<file path="src/rtl/mcr_input_pkg.sv">
// mcr_input_pkg: shared types and default constants for the MCR per-frame input blocks
package mcr_input_pkg;
  typedef enum logic [1:0] {DIR_NONE, DIR_CW, DIR_CCW} spin_dir_t;
  localparam int SPIN_STEP_BTN   = 8;
  localparam int SPIN_ACC_PERIOD = 4;
  localparam int SPIN_MAX_STEP   = 8;
endpackage

</file>
<file path="src/rtl/mcr_frame_tick.sv">
// mcr_frame_tick: one-cycle frame tick on the rising edge of vsync
// Ports: clk_i core clock, rst_ni sync active-low reset, vsync_i video vsync,
//        tick_o high for the first cycle vsync is sampled high.
module mcr_frame_tick (
  input  logic clk_i,
  input  logic rst_ni,
  input  logic vsync_i,
  output logic tick_o
);
  logic vs_q;
  always_ff @(posedge clk_i) vs_q <= rst_ni ? vsync_i : 1'b0;
  assign tick_o = vsync_i & ~vs_q;
endmodule

</file>
<file path="src/rtl/mcr_spinner_accum.sv">
// mcr_spinner_accum: per-frame rotate buttons to absolute 8-bit spinner angle with hold-to-accelerate
// Ports: clock_40/reset_n clock and sync active-low reset; btn_left/btn_right rotate requests;
//        btn_acc acceleration enable; use_spinner fine (1) or coarse (0) step; ctc_zc_to_2 vsync;
//        spin_angle accumulated angle; spin_moving last tick applied a nonzero step.
// Optional: define MCR_SPIN_PADDLE_EN to add paddle_delta/paddle_valid relative-motion input.
module mcr_spinner_accum
  import mcr_input_pkg::*;
#(
  parameter int ANGLE_W    = 8,
  parameter int STEP_BTN   = SPIN_STEP_BTN,
  parameter int ACC_PERIOD = SPIN_ACC_PERIOD,
  parameter int MAX_STEP   = SPIN_MAX_STEP
) (
  input  logic               clock_40,
  input  logic               reset_n,
  input  logic               btn_left,
  input  logic               btn_right,
  input  logic               btn_acc,
  input  logic               use_spinner,
  input  logic               ctc_zc_to_2,
`ifdef MCR_SPIN_PADDLE_EN
  input  logic [7:0]         paddle_delta,
  input  logic               paddle_valid,
`endif
  output logic [ANGLE_W-1:0] spin_angle,
  output logic               spin_moving
);
  localparam int HW = $clog2(ACC_PERIOD + 1);
  logic               tick, restart, acc, period_done;
  spin_dir_t          dir, last_dir_q, last_dir_d;
  logic [ANGLE_W-1:0] angle_q, angle_d, step_q, step_d, applied, move, paddle_add, step_sat;
  logic [HW-1:0]      hold_q, hold_d;
  logic               moving_q, moving_d;
  mcr_frame_tick u_frame_tick (
    .clk_i  (clock_40),
    .rst_ni (reset_n),
    .vsync_i(ctc_zc_to_2),
    .tick_o (tick)
  );
`ifdef MCR_SPIN_PADDLE_EN
  assign paddle_add = paddle_valid ? ANGLE_W'($signed(paddle_delta)) : '0;
`else
  assign paddle_add = '0;
`endif
  always_comb begin
    dir         = (btn_right & ~btn_left) ? DIR_CW : (btn_left & ~btn_right) ? DIR_CCW : DIR_NONE;
    restart     = (dir == DIR_NONE) || (dir != last_dir_q);
    acc         = use_spinner & btn_acc;
    period_done = hold_q == HW'(ACC_PERIOD - 1);
    step_sat    = (step_q >= ANGLE_W'(MAX_STEP)) ? ANGLE_W'(MAX_STEP) : step_q + ANGLE_W'(1);
    applied     = !use_spinner ? ANGLE_W'(STEP_BTN) : (acc && !restart) ? step_q : ANGLE_W'(1);
    move        = (dir == DIR_CW) ? applied : (dir == DIR_CCW) ? -applied : '0;
    angle_d     = angle_q + paddle_add;
    step_d      = step_q;
    hold_d      = hold_q;
    moving_d    = moving_q;
    last_dir_d  = last_dir_q;
    if (tick) begin
      angle_d    = angle_q + move + paddle_add;
      moving_d   = dir != DIR_NONE;
      last_dir_d = dir;
      // A restarting tick is the first held tick of the new step-1 period.
      step_d     = (!acc || restart) ? ANGLE_W'(1) : period_done ? step_sat : step_q;
      hold_d     = !acc ? '0 : restart ? HW'(1) : period_done ? '0 : hold_q + HW'(1);
    end
  end
  always_ff @(posedge clock_40) begin
    if (!reset_n) begin
      angle_q    <= '0;
      moving_q   <= 1'b0;
      step_q     <= ANGLE_W'(1);
      hold_q     <= '0;
      last_dir_q <= DIR_NONE;
    end else begin
      angle_q    <= angle_d;
      moving_q   <= moving_d;
      step_q     <= step_d;
      hold_q     <= hold_d;
      last_dir_q <= last_dir_d;
    end
  end
  assign spin_angle  = angle_q;
  assign spin_moving = moving_q;
endmodule

</file>
<file path="config.mk">
export PLATFORM = sky130hd
export DESIGN_NAME = mcr_spinner_accum
export DESIGN_NICKNAME = d
export VERILOG_FILES = /design/src/rtl/mcr_input_pkg.sv /design/src/rtl/mcr_frame_tick.sv /design/src/rtl/mcr_spinner_accum.sv
export SDC_FILE = /design/constraint.sdc
export NUM_CORES = 1
export LEC_CHECK = 0
export ABC_AREA = 1
export ABC_CLOCK_PERIOD_IN_PS = 7000
export CAP_MARGIN = 10
export CORE_MARGIN = 2
export CORE_UTILIZATION = 61
export DETAILED_ROUTE_END_ITERATION = 12
export MAX_ROUTING_LAYER = met4
export PLACE_DENSITY = 0.85
export SLEW_MARGIN = 20
export SYNTH_ARGS = -nofsm -noshare
export SYNTH_HDL_FRONTEND = slang
export SYNTH_HIERARCHICAL = 1
export SYNTH_SLANG_ARGS = --single-unit
</file>
<file path="constraint.sdc">
create_clock -name clock_40 -period 7 [get_ports clock_40]
set_input_delay 1.4 -clock clock_40 [delete_from_list [all_inputs] [get_ports clock_40]]
set_output_delay 1.4 -clock clock_40 [all_outputs]
set_load 0.05 [all_outputs]
</file>
== Yosys cells after proc, flatten, opt, wreduce, memory -nomap -nowiden ==
Cells that the tools add are included.
Word-level totals
  flip-flop bits (word level): 23
  input port bits: 7
  output and inout port bits: 9
Operators by class
  reduce and logical (&&, ||, !) cells: 9
  equal/unequal tests: 4
  multiplexer cells: 12
  order comparisons: 1
  add/subtract/negate cells: 4
  bitwise operators: 7
Operators with widths (number)
  $mux W8: 7
  $mux W3: 3
  $add A8 B1 Y8 const B: 1
  $add A8 B8 Y8: 1
  $ge A8 B4 Y1 const B: 1
  $neg A8 Y8: 1
  $and A1 B1 Y1: 4
  $mux W2: 2
  $reduce_bool A2 Y1: 2
  $add A3 B1 Y3 const B: 1
  $eq A3 B2 Y1 const B: 1
  $not A1 Y1: 3
  $eq A2 B1 Y1 const B: 1
  $eq A2 B2 Y1 const B: 1
  $logic_not A1 Y1: 2
  $logic_not A2 Y1: 1
  $logic_or A1 B1 Y1: 2
  $ne A2 B2 Y1: 1
  $reduce_and A2 Y1: 1
  $logic_and A1 B1 Y1: 1

== Longest topological paths before layout ==
  word-level depth: 14
  gate-level depth with buffers: 24
  mapped depth without buffers: 24

== Modules after synthesis ==
The synthesis kept the hierarchy.
Modules (own cells, without submodules)
  mcr_spinner_accum: cells an instance 211, area each 1549.0 µm², instances 1
  mcr_frame_tick: cells an instance 5, area each 37.5 µm², instances 1

== Least setup slack after synthesis ==
Ideal clock, no wire load.
  kind: input port to flip-flop
  start: input port btn_left
  end: register angle_q[6] (netlist: spin_angle[6])
  setup slack: 2.860 ns
  setup time: 0.115 ns
  path buffers: 0
  data required time: 6.885 ns
  arrival time: 4.025 ns
  cell stages on the path: 19
  path through: inv_1 > ha_1 > inv_1 > nand2_1 > nor2_8 > nand3_4 > inv_2 > nand2_1 > ha_1 > nand3_1 > o21ai_0 > fa_1 > a21o_1 > a21oi_1 > o21ai_0 > a21oi_1 > xnor2_1 > o21ai_0 > inv_1
Between the ends
  cells in the longest elaborated chain, start to end: 13
  elaborated cells on any way between the ends: 18
  those cells by class: 2 x add/sub; 3 x eq/ne; 6 x mux; 3 x bitwise; 4 x reduce/logical
RTL lines
  start: declaration: RTL line mcr_spinner_accum.sv:16  | input logic btn_left,
  $and A1 B1 Y1 / $not A1 Y1 (equally long branches): RTL line mcr_spinner_accum.sv:46  | dir = (btn_right & ~btn_left) ? DIR_CW : (btn_left & ~btn_right) ? DIR_CCW : DIR_NONE;
  $mux W2 / $and A1 B1 Y1 (equally long branches): RTL line mcr_spinner_accum.sv:46
  $mux W2 *: RTL line mcr_spinner_accum.sv:46
  $ne A2 B2 Y1 / $logic_not A2 Y1 (equally long branches): RTL line mcr_spinner_accum.sv:47  | restart = (dir == DIR_NONE) || (dir != last_dir_q);
  $logic_or A1 B1 Y1: RTL line mcr_spinner_accum.sv:47
  $logic_not A1 Y1: RTL line mcr_spinner_accum.sv:51  | applied = !use_spinner ? ANGLE_W'(STEP_BTN) : (acc && !restart) ? step_q : ANGLE_W'(1);
  $logic_and A1 B1 Y1: RTL line mcr_spinner_accum.sv:51
  $mux W8 (2 in series): RTL line mcr_spinner_accum.sv:51
  $neg A8 Y8: RTL line mcr_spinner_accum.sv:52  | move = (dir == DIR_CW) ? applied : (dir == DIR_CCW) ? -applied : '0;
  $mux W8: RTL line mcr_spinner_accum.sv:52
  $mux W8 *: RTL line mcr_spinner_accum.sv:52
  $add A8 B8 Y8 *: RTL line mcr_spinner_accum.sv:59  | angle_d = angle_q + move + paddle_add;
  end signal: assignment: RTL line mcr_spinner_accum.sv:75  | angle_q <= angle_d;
  end: declaration: RTL line mcr_spinner_accum.sv:31  | logic [ANGLE_W-1:0] angle_q, angle_d, step_q, step_d, applied, move, paddle_add, step_sat;
Mark *: on every way between the ends. The rest lies on a longest branch, timed or not.
A chain may end at the register's enable or synchronous reset.

== Worst setup path in the final report ==
  start: input port btn_left
  end: register angle_q[6] (netlist: spin_angle[6])
Between the ends
  cells in the longest elaborated chain, start to end: 13
  elaborated cells on any way between the ends: 18
  those cells by class: 2 x add/sub; 3 x eq/ne; 6 x mux; 3 x bitwise; 4 x reduce/logical
RTL lines
  $not A1 Y1 *: RTL line mcr_spinner_accum.sv:46
  $and A1 B1 Y1 *: RTL line mcr_spinner_accum.sv:46
  $mux W2 *: RTL line mcr_spinner_accum.sv:46
  via dir[0]: RTL line mcr_spinner_accum.sv:30  | spin_dir_t dir, last_dir_q, last_dir_d;
  $ne A2 B2 Y1 / $logic_not A2 Y1 (equally long branches): RTL line mcr_spinner_accum.sv:47
  $logic_or A1 B1 Y1: RTL line mcr_spinner_accum.sv:47
  $logic_not A1 Y1: RTL line mcr_spinner_accum.sv:51
  $logic_and A1 B1 Y1: RTL line mcr_spinner_accum.sv:51
  $mux W8 (2 in series): RTL line mcr_spinner_accum.sv:51
  $neg A8 Y8: RTL line mcr_spinner_accum.sv:52
  $mux W8: RTL line mcr_spinner_accum.sv:52
  $mux W8 *: RTL line mcr_spinner_accum.sv:52
  $add A8 B8 Y8 *: RTL line mcr_spinner_accum.sv:59
Mark *: on every way through the listed nets, which the timed path passes. The rest lies on a longest branch.

==> results.json <==
{
  "leakage_uw": 0.000858,
  "drt_iter0_drc": 24,
  "antennaDiodeCount": 0,
  "finalPower_uw": 301,
  "nFillCells": 198,
  "path_common_cell": "o21ai_0",
  "clk_path_buf_depth": 2,
  "postSynthCellCount": 216,
  "instances_no_fill": 261,
  "ys_warn_count": 6,
  "worstSetupPathType": "primary input to flip-flop",
  "timing.rr.start": "last_dir_q[1]$_SDFFE_PN0P_",
  "multi_input_area_um2": 982,
  "hp-class": "flip-flop to flip-flop",
  "synth_area_leader_cell": "dfxtp_1",
  "ys.flop_type": "dfxtp_1",
  "fp.dieH_um": 55,
  "grt_pass1_vias": 1237,
  "core_area_um2": 2480,
  "cp_top_family": "adder cells",
  "final_cell_mix": "inv_1, nor2_1, nand2_1",
  "fp.dieW_um": 55,
  "cts_max_level": 1,
  "netlist.area_leader.share": 0.290,
  "io_buffers": 15,
  "finalSetupViolCount": 0,
  "synth_area_leaders": "dfxtp_1, ha_1, inv_1",
  "antenna_found_initial": 0,
  "pwr_density_cell_nw_per_um2": 169,
  "place_congestion": 0.911,
  "dp_cells": 257,
  "dieArea_um2": 3030,
  "crit_fanout": 9,
  "synth.net_count": 239,
  "regToRegEndpoint": "spin_angle[7]$_SDFFE_PN0P_",
  "slew-limit-headroom": 0.587,
  "cts_sinks": 23,
  "numCtsBuffers": 3,
  "synth.distinct_cells": 34,
  "initial_utilization": 0.640,
  "synth-seq-cells": 23,
  "root_buffer": "clkbuf_4",
  "wirelength_um": 3180,
  "netlist_area_um2": 1590,
  "fmax_mhz": 215,
  "critPathLaunchType": "primary input",
  "tns_ns": 0,
  "hold_viol": 0,
  "worstPathArrival_ns": 4.86,
  "cp-endpoint": "spin_angle[6]$_SDFFE_PN0P_",
  "outcome": "finished, final reports clean",
  "crit_start": "btn_left",
  "cts_hold_buf": 0,
  "critPathBufInv": 5,
  "cts_tree": "yes",
  "clock_latency_ns": 0.31,
  "r2r_setup_slack_ns": 3.92,
  "max_stage_delay_ns": 0.51,
  "drive_gt1_frac": 0.108,
  "wl_per_cell_um": 12.2,
  "synth_edf_count": 0,
  "required_ns": 7.21,
  "cts_setup_buffers": 0,
  "vias": 1414,
  "synthArstFlopShare": 0,
  "regArea_um2": 460,
  "end_kind": "flip-flop",
  "via_per_inst": 5.42,
  "track_usage": 0.244,
  "layout.nets": 255,
  "syn-mean-instance-area_um2": 7.35,
  "maxCapViolCount": 0,
  "slowest_stage": "clkdlybuf4s50_1",
  "drc": 0,
  "clk_pin_slew_ns": 0.14,
  "rows": 18,
  "worst_slack_ns": 2.35,
  "dpl_worst_slack_ns": 2.04,
  "yosysSeqAreaShare": 0.290,
  "fin_util": 0.721,
  "dp.final_hpwl_um": 2460,
  "grt_max_degree": 17,
  "crit_cells": 20,
  "ctsResizeCount": 0,
  "ir_drop_mv": 0.138,
  "first_pass_iters": 5,
  "fin_crit_sh": 0.664,
  "cp_cell_sequence": "clkdlybuf4s50_1 > inv_1 > ha_1 > inv_2 > nand2_2 > nand2_4 > nand3_4 > inv_2 > nand2_1 > ha_1 > nand3_1 > o21ai_0 > fa_1 > a21o_1 > a21oi_1 > o21ai_0 > a21oi_1 > xnor2_1 > o21ai_0 > inv_1",
  "worst_r2r_path_depth": 22,
  "area_growth_pct": 12.5,
  "rsz0062_at_grt": "no",
  "finalClockSkew_ns": 0.0123,
  "worst_pin_slew_ns": 0.618,
  "io_pins": 16,
  "grt_pass1_wl_um": 5250,
  "grt_overflow_total": 0,
  "report.final.slew_viol_count": 0,
  "ant_nets": 0,
  "period_minus_slack_ns": 4.65
}
worst min-delay path: stages, from the launching register on:
cell and delay, ns:
dfxtp_1 0.36, nand2_1 0.06, a21oi_1 0.03
flip-flops by register name (all words and copies together), names as in the netlist:
| register | flops |
|---|---|
| hold_q | 3 |
| spin_angle | 8 |
| step_q | 8 |
| spin_moving | 1 |
| last_dir_q | 2 |
| u_frame_tick/vs_q | 1 |
layer usage:
metal,GRT usage,vias up,share of wire,wire (um)
li1,-,736,-,-
met1,0.305,646,0.49,1560
met2,0.417,26,0.47,1490
met3,0.0296,6,0.029,91
met4,0.0610,0,0.011,35
met5,-,-,0,0
report_power, final:
part / switching, uW / internal (uW)
Sequential: 6.30 / 138
Combinational: 60.2 / 33.1
Clock: 41.7 / 21.3
area by class of cell:
type,instances,share of cell area
Multi-Input combinational cell,155,0.550
Sequential cell,23,0.258
Timing Repair Buffer,15,0.0841
Inverter,34,0.0715
Tap cell,30,0.0210
Clock buffer,3,0.0126
Clock inverter,1,0.00280
cell usage after synthesis (2+ instances only):
| cell | count |
|---|---|
| a21oi_1 | 18 |
| clkbuf_1 | 3 |
| dfxtp_1 | 23 |
| ha_1 | 15 |
| inv_1 | 29 |
| inv_2 | 5 |
| nand2_1 | 25 |
| nand2_2 | 5 |
| nand3_1 | 5 |
| nand3_2 | 2 |
| nand4_1 | 6 |
| nor2_1 | 29 |
| nor2_4 | 2 |
| nor3_1 | 4 |
| o21ai_0 | 18 |
| o21ai_1 | 2 |
| xor2_1 | 8 |
how the worst min path moves through the flow:
| stage | from | endpoint | slack, ns | cells past startpoint |
|---|---|---|---|---|
| detailed placement | hold_q[2]$_SDFFE_PN0P_ | hold_q[2]$_SDFFE_PN0P_ | 0.45 | 2 |
| CTS | hold_q[2]$_SDFFE_PN0P_ | hold_q[2]$_SDFFE_PN0P_ | 0.47 | 2 |
| global placement | hold_q[2]$_SDFFE_PN0P_ | hold_q[2]$_SDFFE_PN0P_ | 0.44 | 2 |
| finish | hold_q[2]$_SDFFE_PN0P_ | hold_q[2]$_SDFFE_PN0P_ | 0.48 | 2 |
| global route | hold_q[2]$_SDFFE_PN0P_ | hold_q[2]$_SDFFE_PN0P_ | 0.49 | 2 |
| floorplan | hold_q[2]$_SDFFE_PN0P_ | hold_q[2]$_SDFFE_PN0P_ | 0.43 | 2 |
cell families after synthesis:
group | synth area share
AO/OA/AOI/OAI | 0.161
XOR/XNOR | 0.0497
adder cells (fa/ha/maj) | 0.131
buffers and inverters | 0.0907
flip-flops | 0.290
AND/OR/NAND/NOR | 0.278
through the flow:
stage / hold slack [ns] / instance area, um^2
2_1_floorplan: 0.426 / 1590
3_3_place_gp: 0.442 / 1760
3_5_place_dp: 0.451 / 1760
4_1_cts: 0.472 / 1790
5_1_grt: 0.489 / 1790
6_report: 0.475 / 1790
No activity file was read; power rests on OpenSTA's default activity.
